File: config.mk
export PLATFORM = sky130hd
export DESIGN_NAME = pwm_ramp_ctrl
export DESIGN_NICKNAME = d
export VERILOG_FILES = /design/src/rtl/pwm_ramp_ctrl.sv
export SDC_FILE = /design/constraint.sdc
export NUM_CORES = 1
export LEC_CHECK = 0
export CORE_MARGIN = 8
export CORE_UTILIZATION = 45
export DETAILED_ROUTE_END_ITERATION = 12
export MAX_ROUTING_LAYER = met4
export PLACE_DENSITY = 0.78
export REMOVE_ABC_BUFFERS = 1
export SYNTH_ARGS = -nofsm -noshare
export SYNTH_HDL_FRONTEND = slang
export SYNTH_SLANG_ARGS = --single-unit
File: constraint.sdc
create_clock -name clk -period 2.3 [get_ports clk]
set_input_delay 0.46 -clock clk [delete_from_list [all_inputs] [get_ports clk]]
set_output_delay 0.46 -clock clk [all_outputs]
set_load 0.02 [all_outputs]
File: src/rtl/pwm_ramp_ctrl.sv
// Soft-start/soft-stop sequencer: walks the applied PWM speed one code per STEP_DIV clocks.
// Optional feature macro: PWM_RAMP_KILL_EN adds a `kill` input that forces IDLE immediately.
module pwm_ramp_ctrl #(
  parameter int STEP_DIV = 1024,
  parameter int SPEED_W  = 3
) (
  input  logic               clk,
  input  logic               rst,
`ifdef PWM_RAMP_KILL_EN
  input  logic               kill,
`endif
  input  logic               enable_in,
  input  logic [SPEED_W-1:0] target,
  output logic [SPEED_W-1:0] speed_out,
  output logic               pwm_en,
  output logic               busy,
  output logic               at_target
);

  localparam int CW = $clog2(STEP_DIV);

  localparam logic [1:0] S_IDLE = 2'd0;
  localparam logic [1:0] S_RAMP = 2'd1;
  localparam logic [1:0] S_HOLD = 2'd2;
  localparam logic [1:0] S_STOP = 2'd3;

  localparam logic [CW-1:0]      CNT_ZERO = {CW{1'b0}};
  localparam logic [CW-1:0]      CNT_ONE  = CW'(1);
  localparam logic [CW-1:0]      CNT_LAST = CW'(STEP_DIV - 1);
  localparam logic [SPEED_W-1:0] SPD_ZERO = {SPEED_W{1'b0}};
  localparam logic [SPEED_W-1:0] SPD_ONE  = SPEED_W'(1);

  logic [1:0]         r_state;
  logic [CW-1:0]      r_cnt;
  logic [SPEED_W-1:0] r_speed;
  logic               r_pwm_en;
  logic               r_busy;
  logic               r_at_target;

  logic               w_step;
  logic [SPEED_W-1:0] w_speed_ramp;
  logic [SPEED_W-1:0] w_speed_dec;
  logic [1:0]         w_state_nrm;
  logic [CW-1:0]      w_cnt_nrm;
  logic [SPEED_W-1:0] w_speed_nrm;
  logic [1:0]         w_state_nxt;
  logic [CW-1:0]      w_cnt_nxt;
  logic [SPEED_W-1:0] w_speed_nxt;

  assign w_step       = (r_cnt == CNT_LAST);
  assign w_speed_ramp = (target > r_speed) ? (r_speed + SPD_ONE) : (r_speed - SPD_ONE);
  assign w_speed_dec  = r_speed - SPD_ONE;

  // Next-state, step-counter and speed decode; every state change clears the counter.
  always_comb begin
    w_state_nrm = r_state;
    w_cnt_nrm   = r_cnt;
    w_speed_nrm = r_speed;
    case (r_state)
      S_IDLE: begin
        w_speed_nrm = SPD_ZERO;
        w_cnt_nrm   = CNT_ZERO;
        if (enable_in) begin
          w_state_nrm = (target == SPD_ZERO) ? S_HOLD : S_RAMP;
        end else begin
          w_state_nrm = S_IDLE;
        end
      end
      S_RAMP: begin
        if (!enable_in) begin
          w_state_nrm = S_STOP;
          w_cnt_nrm   = CNT_ZERO;
        end else if (r_speed == target) begin
          w_state_nrm = S_HOLD;
          w_cnt_nrm   = CNT_ZERO;
        end else if (w_step) begin
          w_speed_nrm = w_speed_ramp;
          w_cnt_nrm   = CNT_ZERO;
          w_state_nrm = (w_speed_ramp == target) ? S_HOLD : S_RAMP;
        end else begin
          w_cnt_nrm   = r_cnt + CNT_ONE;
        end
      end
      S_HOLD: begin
        if (!enable_in) begin
          w_state_nrm = S_STOP;
          w_cnt_nrm   = CNT_ZERO;
        end else if (target != r_speed) begin
          w_state_nrm = S_RAMP;
          w_cnt_nrm   = CNT_ZERO;
        end else begin
          w_state_nrm = S_HOLD;
        end
      end
      S_STOP: begin
        if (enable_in) begin
          w_state_nrm = S_RAMP;
          w_cnt_nrm   = CNT_ZERO;
        end else if (r_speed == SPD_ZERO) begin
          w_state_nrm = S_IDLE;
          w_cnt_nrm   = CNT_ZERO;
        end else if (w_step) begin
          w_speed_nrm = w_speed_dec;
          w_cnt_nrm   = CNT_ZERO;
          w_state_nrm = (w_speed_dec == SPD_ZERO) ? S_IDLE : S_STOP;
        end else begin
          w_cnt_nrm   = r_cnt + CNT_ONE;
        end
      end
      default: begin
        w_state_nrm = S_IDLE;
        w_cnt_nrm   = CNT_ZERO;
        w_speed_nrm = SPD_ZERO;
      end
    endcase
  end

`ifdef PWM_RAMP_KILL_EN
  // Emergency kill overrides the normal sequencing and parks the block in IDLE.
  always_comb begin
    if (kill) begin
      w_state_nxt = S_IDLE;
      w_cnt_nxt   = CNT_ZERO;
      w_speed_nxt = SPD_ZERO;
    end else begin
      w_state_nxt = w_state_nrm;
      w_cnt_nxt   = w_cnt_nrm;
      w_speed_nxt = w_speed_nrm;
    end
  end
`else
  assign w_state_nxt = w_state_nrm;
  assign w_cnt_nxt   = w_cnt_nrm;
  assign w_speed_nxt = w_speed_nrm;
`endif

  // State, counter and flag registers; flags decode from the next state so they align with it.
  always_ff @(posedge clk) begin
    if (rst) begin
      r_state     <= S_IDLE;
      r_cnt       <= CNT_ZERO;
      r_speed     <= SPD_ZERO;
      r_pwm_en    <= 1'b0;
      r_busy      <= 1'b0;
      r_at_target <= 1'b0;
    end else begin
      r_state     <= w_state_nxt;
      r_cnt       <= w_cnt_nxt;
      r_speed     <= w_speed_nxt;
      r_pwm_en    <= (w_state_nxt != S_IDLE);
      r_busy      <= (w_state_nxt == S_RAMP) || (w_state_nxt == S_STOP);
      r_at_target <= (w_state_nxt == S_HOLD);
    end
  end

  assign speed_out = r_speed;
  assign pwm_en    = r_pwm_en;
  assign busy      = r_busy;
  assign at_target = r_at_target;

endmodule

* Word-level counts from Yosys, hierarchy flattened
Cells that the tools add are included.
Operators by class: add/sub/neg operators 3, order comparisons 1, eq/ne operators 17, multiplexer cells 29, reduce and logical (&&, ||, !) cells 8
Operators by type and width (count):
- $mux 10 | 7
- $pmux 10 s4 | 1
- $mux 2 | 12
- $mux 3 | 7
- $ne 2x2->1 const B | 6
- $add 10x1->10 const B | 1
- $eq 10x10->1 const B | 1
- $logic_not 3->1 | 3
- $pmux 3 s3 | 1
- $eq 2x2->1 const B | 4
- $pmux 2 s4 | 1
- $reduce_and 7->1 | 1
- $eq 3x3->1 | 2
- $eq 2x1->1 const B | 2
- $add 3x1->3 const B | 1
- $gt 3x3->1 | 1
- $ne 3x3->1 | 1
- $ne 3x3->1 const B | 1
- $reduce_bool 3->1 | 1
- $sub 3x1->3 const B | 1
- $logic_not 2->1 | 1
- $reduce_bool 2->1 | 1
- $logic_or 1x1->1 | 1
Word-level totals: register bits after elaboration 18, word-level logic and storage cells 64

* Longest topological paths before layout
word-level depth 10, depth in mapped cells 10

* Worst setup path before layout
OpenSTA, ideal clock, no wires.
path type reg-to-reg, from register r_speed[2], in the netlist speed_out[2], to register r_speed[2], in the netlist speed_out[2], library setup time 0.074 ns, arrival time 2.396 ns, data required time 2.226 ns, slack -0.170 ns, cell stages (with the launch flop) 11, clock period less this slack 2.470 ns, cell sequence dfxtp_1 -> buf_4 -> inv_1 -> ha_1 -> and3_1 -> clkbuf_1 -> nand2b_1 -> a21bo_1 -> a22o_1 -> or4b_1 -> a31oi_1
Between the ends: longest elaborated chain between the ends 6, elaborated cells on any way between the ends 16
RTL lines:
- from (decl) | RTL line 35 | logic [SPEED_W-1:0] r_speed;
- from (signal assigned) | RTL line 149 | r_speed <= w_speed_nxt;
- $sub 3x1->3 (tied with other cells) | RTL line 51, 52
- $mux 3 | RTL line 51 | assign w_speed_ramp = (target > r_speed) ? (r_speed + SPD_ONE) : (r_speed - SPD_ONE);
- $mux 3 | RTL line 76 | end else if (w_step) begin
- $mux 3 | RTL line 73 | end else if (r_speed == target) begin
- $mux 3 | RTL line 70 | if (!enable_in) begin
- $pmux 3 s3 | RTL line 59 | case (r_state)
Several ways; a longest one is shown, not always the timed one. The select of a mux whose other input is x is not followed. A chain may end at the register's enable or synchronous reset.

* Final worst setup path
from register r_speed[0], in the netlist speed_out[0], to register r_speed[2], in the netlist speed_out[2]
Same word-level chain as after synthesis.

==> results.tsv <==
stage	metric	value	unit
power	p_leak	0.568	nW
logic_synthesis	netlist.top_cell.by_area	dfxtp_1	
sta	fmax	456	MHz
sta	final.period_utilization	0.954	
critical_path	crit_type	register to register	
routing	firstDrtPassIters	5	
clocking	cts_root_buf	clkbuf_4	
layout	final_util	0.616	
die	dieArea	4320	um2
sta	slew_headroom	0.725	
outcome	outcome	finished clean	
logic_synthesis	async_reset_ff_frac	0	
critical_path	cp.arrival	2.42	ns
global_routing	antenna_found_initial	0	
clocking	cts_hold_buf	0	
power	p_switching	0.000240	W
critical_path	max_stage_delay	0.46	ns
sta	fin_hold_ws	0.480	ns
layout	fin_nets	178	
die	fp.dieW	65.7	um
layout	n_antenna_cell	0	
power	swShare	0.320	
power	internal_power	0.000511	W
place	io_buffers	11	
global_routing	gr-usage-all-layers	0.153	
layout	syn_to_final_growth	33.5	%
critical_path	regToRegSetupSlack	0.11	ns
die	fp-row-count	18	
sta	worst_pin_slew	0.407	ns
die	start_util	0.462	
min_path	whs_path_depth	2	
logic_synthesis	ys_ff_latch	17	
clocking	cts_max_level	1	
place	dp_hpwl	2110	um
critical_path	timing.rr.end	speed_out[2]	
sta	setup_viol	0	
sta	slew_violations	0	
power	pwr-share-comb	0.367	
critical_path	crit_path_end_kind	register	
global_routing	grt_max_degree	15	
clocking	cts_tree	yes	
sta	hold_viol	0	
place	place.gp.congestion	0.935	
die	pin_count	12	
layout	drive_gt1_frac	0.245	
logic_synthesis	ys_seq_area_frac	0.306	
min_path	min_from	r_cnt[8]	
routing	remaining_drc_errors	0	
critical_path	required	2.53	ns
die	die_h	65.7	um
critical_path	cp_cell_sequence	inv_1 > ha_1 > or2b_1 > or3b_4 > a21bo_1 > a22o_1 > or4b_1 > a31oi_1	
min_path	hold_end	r_cnt[8]	
logic_synthesis	synth_area	1110	um2
sta	period_minus_slack	2.19	ns
logic_synthesis	syn_inst	133	
sta	skew	0.00113	ns
power	seq_power_share	0.418	
layout	n_fill_cell	192	
logic_synthesis	synth-main-ff-cell	dfxtp_1	
routing	vias_per_cell	5.59	
logic_synthesis	synth_most_common_cell	dfxtp_1	
routing	wl_per_cell	14.8	um
power	p_per_area	506	nW/um2
clocking	clock-sinks	17	
critical_path	crit_family	simple AND/OR/NAND/NOR gates	
clocking	cts_buffers	3	
logic_synthesis	synthTopCellsByArea	dfxtp_1 31%, ha_1 9.0%, xnor2_1 7.9%	
logic_synthesis	avgSynthCellArea	8.36	um2
critical_path	critPathBufInv	1	
global_routing	grt_pass1_vias	1076	
logic_synthesis	yosys_warnings	0	
routing	vias	1078	
min_path	hp-class	register to register	
critical_path	ff2ff_path_depth	8	
logic_synthesis	synth_top_cell_area_share	0.306	
logic_synthesis	synthTopCellsByCount	17 x dfxtp_1, 15 x nor2_1, 14 x nand2_1, 10 x xnor2_1, 8 x ha_1	
critical_path	r2r-start	speed_out[0]	
global_routing	grt_pass1_wl	5040	um
power	ir_worst_vdd	0.000366	V
die	coreArea	2410	um2
critical_path	slowest_stage	or4b_1	
clocking	clock_path_buffers	2	
routing	wl	2860	um
critical_path	cp_max_fo	3	
critical_path	start_kind	register	
clocking	clkTransAtPathRegs	0.09	ns
logic_synthesis	ys_types	43	
sta	rsz0062_at_grt	false	
logic_synthesis	synth_edf_count	0	
global_routing	grt-ovfl-total	0	
routing	antenna_left	0	
job	cap_viol_max_count	0	
clocking	clkLatencyLatePin	0.30	ns
power	clockPowerShare	0.215	
routing	drt_iter0_markers	49	
==> sequential cells by signal, indices dropped and copies added (netlist names) <==
signal and count:
r_state 2, speed_out 3, r_cnt 10, at_target 1
pwm_en 1
==> cell families after synthesis <==
family | count (synthesis) | share of synthesized area
AOI/OAI and AO/OA | 22 | 0.141
buffers and inverters | 13 | 0.0506
xor gates and xnor gates | 14 | 0.110
adders and majority gates | 8 | 0.0900
and+or+nand+nor | 57 | 0.283
muxes | 2 | 0.0191
DFF | 17 | 0.306
==> worst reg2reg max path, stage by stage (launching register included) <==
cell,delay [ns]
dfxtp_2,0.34
inv_1,0.07
ha_1,0.20
or2b_1,0.17
or3b_4,0.39
a21bo_1,0.18
a22o_1,0.19
or4b_1,0.46
a31oi_1,0.13
==> stage by stage <==
step	area, um2	power, W	cells	TNS, ns	worst slack [ns]
after floorplan	1080	0.000462	127	-0.0997	-0.0997
after global placement	1380	0.000551	186	-3.46	-0.424
after detailed placement	1380	0.000561	186	-4.66	-0.490
after CTS	1480	0.000751	193	0	0.0499
after global routing	1490	0.000792	193	0	0.00583
final	1490	0.000751	193	0	0.106
==> cells in the final DEF (no fill, tap or decap), drive strengths merged, types with 5 or more instances in the layout <==
master,netlist,layout
nand3,5,5
inv,7,7
nor2,15,15
xnor2,10,10
nand2,14,14
buf,3,21
clkdlybuf4s50,0,8
ha,8,8
dfxtp,17,17
==> what timing repair did <==
item                                    in CTS  in global routing
endpoints found under the setup margin       5                  3
pin swaps                                    9                  3
gates resized for setup                     12                  4
setup buffers                                3                  0
==> layer usage <==
metal	global-route usage	vias to the layer above	routed length (um)
li1	-	529	-
met1	0.182	509	1300
met2	0.241	31	1390
met3	0.0442	9	110
met4	0.0490	0	63
met5	-	-	0
==> worst max path at each step <==
| stage | startpoint | end | slack, ns | depth (start not counted) |
|---|---|---|---|---|
| 5_1_grt | speed_out[0] | at_target | 0.006 | 10 |
| 6_report | speed_out[0] | speed_out[2] | 0.11 | 8 |
| 2_1_floorplan | speed_out[0] | speed_out[2] | -0.1 | 8 |
| 3_3_place_gp | target[0] | speed_out[2] | -0.42 | 8 |
| 3_5_place_dp | target[0] | speed_out[2] | -0.49 | 8 |
| 4_1_cts | speed_out[1] | speed_out[2] | 0.05 | 8 |
==> power by group through the flow <==
stage	sequential, W	clock [W]	combinational [W]
2_1_floorplan	0.000343	0	0.000120
3_3_place_gp	0.000320	0	0.000231
3_5_place_dp	0.000320	0	0.000240
4_1_cts	0.000314	0.000170	0.000267
5_1_grt	0.000317	0.000179	0.000296
6_report	0.000314	0.000161	0.000276
==> layout make-up <==
class	count	area [um2]	area share
Inverter	7	26.3	0.0177
Sequential cell	17	343	0.231
Multi-Input combinational cell	103	776	0.522
Tap cell	30	37.5	0.0253
Clock buffer	4	26.3	0.0177
Timing Repair Buffer	32	277	0.186
Note: power is estimated with default switching activity, not from simulation.
